## config.mk

```make
export PLATFORM = sky130hd
export DESIGN_NAME = alu_input_capture
export DESIGN_NICKNAME = d
export VERILOG_FILES = /design/src/rtl/alu_input_capture.sv
export SDC_FILE = /design/constraint.sdc
export NUM_CORES = 1
export LEC_CHECK = 0
export ABC_AREA = 1
export CORE_MARGIN = 2
export CORE_UTILIZATION = 51
export DETAILED_ROUTE_END_ITERATION = 6
export PLACE_DENSITY = 0.88
export REMOVE_ABC_BUFFERS = 1
export SLEW_MARGIN = 15
export SYNTH_ARGS = -nofsm -noshare
export SYNTH_HDL_FRONTEND = slang
export SYNTH_SLANG_ARGS = --single-unit
```

## constraint.sdc

```tcl
create_clock -name Clk -period 2.05 [get_ports Clk]
set_input_delay 0.41 -clock Clk [delete_from_list [all_inputs] [get_ports Clk]]
set_output_delay 0.41 -clock Clk [all_outputs]
set_load 0.1 [all_outputs]
```

## src/rtl/alu_input_capture.sv

```systemverilog
// Front-panel capture for the ALU board: synchronises and debounces Enter/Clear and steps
// through operand A, operand B and opcode entry. Define ALU_INPUT_DEBOUNCE_EN to build the debouncers.
module alu_input_capture #(
  parameter int WIDTH           = 4,
  parameter int DEBOUNCE_CYCLES = 16
) (
  input  logic             Clk,
  input  logic             Reset,
  input  logic [WIDTH-1:0] Switches,
  input  logic             EnterBtn,
  input  logic             ClearBtn,
  input  logic             ALUReady,
  output logic [WIDTH-1:0] OperandA,
  output logic [WIDTH-1:0] OperandB,
  output logic [2:0]       OpSel,
  output logic             Valid,
  output logic [1:0]       Stage
);

  typedef enum logic [1:0] {
    LOAD_A  = 2'd0,
    LOAD_B  = 2'd1,
    LOAD_OP = 2'd2,
    ISSUE   = 2'd3
  } stage_e;

  if (WIDTH < 3 || DEBOUNCE_CYCLES < 2) begin : g_invalid_params
    $error("alu_input_capture: WIDTH must be >= 3 and DEBOUNCE_CYCLES >= 2");
  end

  // Bit 0 is Enter, bit 1 is Clear.
  logic [1:0] btn_raw;
  logic [1:0] deb_level;
  logic [1:0] deb_prev_q;
  logic [1:0] press;

  assign btn_raw = {ClearBtn, EnterBtn};

  for (genvar gi = 0; gi < 2; gi++) begin : g_btn
    logic sync1_q;
    logic sync2_q;

    always_ff @(posedge Clk or posedge Reset) begin
      if (Reset) begin
        sync1_q <= 1'b0;
        sync2_q <= 1'b0;
      end else begin
        sync1_q <= btn_raw[gi];
        sync2_q <= sync1_q;
      end
    end

`ifdef ALU_INPUT_DEBOUNCE_EN
    localparam int CNT_W = (DEBOUNCE_CYCLES > 2) ? $clog2(DEBOUNCE_CYCLES) : 1;
    localparam logic [CNT_W-1:0] CNT_MAX = CNT_W'(DEBOUNCE_CYCLES - 1);

    logic [CNT_W-1:0] cnt_q;
    logic             deb_q;

    // The count restarts whenever the synced level agrees, so short glitches never commit.
    always_ff @(posedge Clk or posedge Reset) begin
      if (Reset) begin
        cnt_q <= '0;
        deb_q <= 1'b0;
      end else if (sync2_q == deb_q) begin
        cnt_q <= '0;
      end else if (cnt_q == CNT_MAX) begin
        cnt_q <= '0;
        deb_q <= sync2_q;
      end else begin
        cnt_q <= cnt_q + 1'b1;
      end
    end

    assign deb_level[gi] = deb_q;
`else
    assign deb_level[gi] = sync2_q;
`endif

    assign press[gi] = deb_level[gi] & ~deb_prev_q[gi];
  end

  always_ff @(posedge Clk or posedge Reset) begin
    if (Reset) deb_prev_q <= 2'b00;
    else       deb_prev_q <= deb_level;
  end

  logic             enter_press;
  logic             clear_press;
  stage_e           stage_q;
  logic [WIDTH-1:0] operand_a_q;
  logic [WIDTH-1:0] operand_b_q;
  logic [2:0]       op_sel_q;
  logic             valid_q;

  assign enter_press = press[0];
  assign clear_press = press[1];

  // Clear is checked first so it beats both Enter and a handshake on the same edge.
  always_ff @(posedge Clk or posedge Reset) begin
    if (Reset) begin
      stage_q     <= LOAD_A;
      operand_a_q <= '0;
      operand_b_q <= '0;
      op_sel_q    <= 3'd0;
      valid_q     <= 1'b0;
    end else if (clear_press) begin
      stage_q     <= LOAD_A;
      operand_a_q <= '0;
      operand_b_q <= '0;
      op_sel_q    <= 3'd0;
      valid_q     <= 1'b0;
    end else begin
      case (stage_q)
        LOAD_A: if (enter_press) begin
          operand_a_q <= Switches;
          stage_q     <= LOAD_B;
        end
        LOAD_B: if (enter_press) begin
          operand_b_q <= Switches;
          stage_q     <= LOAD_OP;
        end
        LOAD_OP: if (enter_press) begin
          op_sel_q <= Switches[2:0];
          valid_q  <= 1'b1;
          stage_q  <= ISSUE;
        end
        ISSUE: if (valid_q && ALUReady) begin
          valid_q <= 1'b0;
          stage_q <= LOAD_A;
        end
        default: stage_q <= LOAD_A;
      endcase
    end
  end

  assign OperandA = operand_a_q;
  assign OperandB = operand_b_q;
  assign OpSel    = op_sel_q;
  assign Valid    = valid_q;
  assign Stage    = stage_q;

endmodule

```

==> impl_metrics.py <==
metrics = {
    "sta": {
        "setup_violations": 0,
        "fin_crit_sh_pct": 71.6,
        "clock_skew_ns": 0.00797,
        "tightest_slew_ns": 0.316,
        "rsz0062_at_grt": "no",
        "fin_setup_tns_ns": 0,
        "timing_hold_violations_final": 0,
        "maxSlewViolCount": 0,
        "clock.fmax_ghz": 0.682,
        "period_needed_ns": 1.47,
        "slew_headroom_pct": 78.9,
    },
    "final_layout": {
        "syn2layout_area_growth_pct": 29.3,
        "n_fill_cell": 151,
        "finish.net_count": 143,
        "finalNonFillerCells": 154,
        "layout_commonest_cell": "inv_1",
        "diodes": 0,
        "final_cell_mix": "inv_1, dfrtp_1, nand2_1",
        "drive_gt1_share_pct": 23.3,
    },
    "detailed_routing": {
        "num_vias": 720,
        "drt_iter0_drc": 11,
        "first_pass_iters": 4,
        "drc_errors": 0,
        "drt-wirelength-per-cell_um": 10.4,
        "antenna_left": 0,
        "routed_wl_um": 1600,
        "viasPerCell": 4.68,
    },
    "floorplanning": {
        "die_w_um": 47.0,
        "placement_rows": 15,
        "dieArea_um2": 2210,
        "core_area_um2": 1730,
        "dieHeight_um": 47.0,
        "start_util_pct": 54.7,
        "pin_count": 23,
    },
    "logic_synthesis": {
        "synth_area_leaders": "dfrtp_1, inv_1, nand2_1",
        "yosysUniqueCellTypes": 15,
        "syn_inst": 102,
        "synth_area_leader_cell": "dfrtp_1",
        "ys_ff_latch": 20,
        "syn_avg_cell_area_um2": 9.26,
        "syn-cell-area_um2": 945,
        "synth_seq_area_share_pct": 53.0,
        "yosysWarnings": 0,
        "synth.top_cell.area_share_pct": 53.0,
    },
    "worst_hold_path": {
        "min_path_type": "flip-flop to flip-flop",
    },
    "critical_path": {
        "endpoint_kind": "primary output",
        "crit_slowest_cell": "dfrtp_1",
        "path_buf_inv": 1,
        "path_max_fanout": 5,
        "start_kind": "flip-flop",
        "setup.worst_path.class": "flip-flop to primary output",
        "worstPathRequired_ns": 1.64,
        "path_cells": "buf_4",
        "crit_path_max_incr_delay_ns": 0.44,
        "arrival_ns": 1.06,
        "cp_top_family": "flip-flops",
    },
    "flow_run": {
        "drv_cap": 0,
    },
    "power_and_ir_drop": {
        "p_leak_uw": 0.000638,
        "power.share.clock_pct": 16.2,
        "p_seq_share_pct": 27.9,
        "combPwrFrac_pct": 55.9,
        "p_int_uw": 926,
        "powerDensity_nw_per_um2": 1610,
        "irDropWorstVdd_mv": 0.996,
        "switchingPower_uw": 1040,
        "switching_share_pct": 52.9,
    },
    "placement": {
        "post-dp-hpwl_um": 1210,
        "io_buffers": 22,
        "gp_congestion": 0.784,
        "placed_cells": 150,
    },
    "clock_tree": {
        "cts-root-buf": "clkbuf_4",
        "tritoncts": "built",
        "hold_buffers": 0,
        "cts_setup_buffers": 0,
        "clk_pin_slew_ns": 0.12,
        "cts_resized": 0,
        "cts_buffers": 3,
        "cts.path.max_buffers": 2,
        "htreeDepth": 1,
        "cts_sinks": 20,
        "worstSkewPairLatency_ns": 0.30,
    },
    "global_route": {
        "grt_max_degree": 21,
        "grt_first_pass_wirelength_um": 2630,
        "grtUsageTotal_pct": 16.9,
        "grt_pass1_vias": 670,
        "grt_overflow": 0,
        "antenna_found_initial": 0,
    },
    "outcome": {
        "status": "complete, no violations",
    },
}
-- metal layers --
layer,vias to the layer above,part of all wire (%),global-route usage [%],routed length (µm)
li1,364,-,-,-
met1,333,47,22.0,747
met2,21,47,27.1,755
met3,2,5.3,3.85,85
met4,0,0.56,7.22,9
met5,-,0,0,0
-- stage by stage --
| step | util [%] | power (µW) | worst slack [ns] | hold slack, ns | cell area, µm² |
|---|---|---|---|---|---|
| 2_1_floorplan | - | 1440 | 0.202 | 0.331 | 945 |
| 3_3_place_gp | 67.7 | 1630 | 0.710 | 0.338 | 1170 |
| 3_5_place_dp | 67.7 | 1660 | 0.662 | 0.341 | 1170 |
| 4_1_cts | 70.7 | 1980 | 0.578 | 0.368 | 1220 |
| 5_1_grt | 70.7 | 2060 | 0.530 | 0.379 | 1220 |
| 6_report | 70.7 | 1970 | 0.583 | 0.367 | 1220 |
-- registers in the layout, summed over array words and instances (netlist names) --
signal	cells
OperandA	4
Valid	1
OpSel	3
deb_prev_q	2
g_btn.sync2_q	2
Stage	2
g_btn.sync1_q	2
OperandB	4
-- power by group through the flow --
stage | clock network (µW) | registers [µW] | logic, µW
after floorplan | 0 | 1140 | 294
after global placement | 0 | 552 | 1080
after detailed placement | 0 | 554 | 1100
after CTS | 324 | 549 | 1110
after global routing | 343 | 560 | 1160
final | 319 | 548 | 1100
-- cell usage after synthesis --
cell type / n
dfrtp_1: 20
o21ai_1: 8
nand3_4: 2
nand3_1: 2
o21ai_0: 3
inv_2: 1
nand2_4: 2
inv_1: 25
nand2_1: 19
ha_1: 4
o21ai_2: 3
nor2_1: 7
nor2_4: 1
nand3_2: 2
nand4_1: 3
-- worst paths after layout --
path                            slack [ns]  depth (start not counted)        startpoint                to
max in group asynchronous             1.42                          3             Reset          Stage[1]
worst min register to register        0.37                          0  g_btn[0].sync1_q  g_btn[0].sync2_q
min in group asynchronous             0.41                          3             Reset       OperandA[2]
worst max register to register        0.67                          6          Stage[0]          OpSel[1]
worst min-delay path                  0.37                          0  g_btn[0].sync1_q  g_btn[0].sync2_q
worst max-delay path                  0.58                          1          Stage[1]          Stage[1]
-- cell families after synthesis --
family,after synthesis,share of synthesized area (%)
buf+inv,26,10.3
fa+ha+maj,4,5.30
flops,20,53.0
simple gates,38,22.8
compound gates,14,8.61
-- area by class of cell --
| class | count | area, µm² | share of cell area, % |
|---|---|---|---|
| flip-flops and latches | 20 | 500 | 41.0 |
| multi-input cells | 56 | 347 | 28.4 |
| repair buffers | 23 | 193 | 15.8 |
| inverters | 26 | 97.6 | 7.99 |
| well taps | 25 | 31.3 | 2.56 |
| clock inverters | 1 | 30.0 | 2.46 |
| clock buffers | 3 | 22.5 | 1.84 |
No activity file was read; power rests on OpenSTA's default activity.
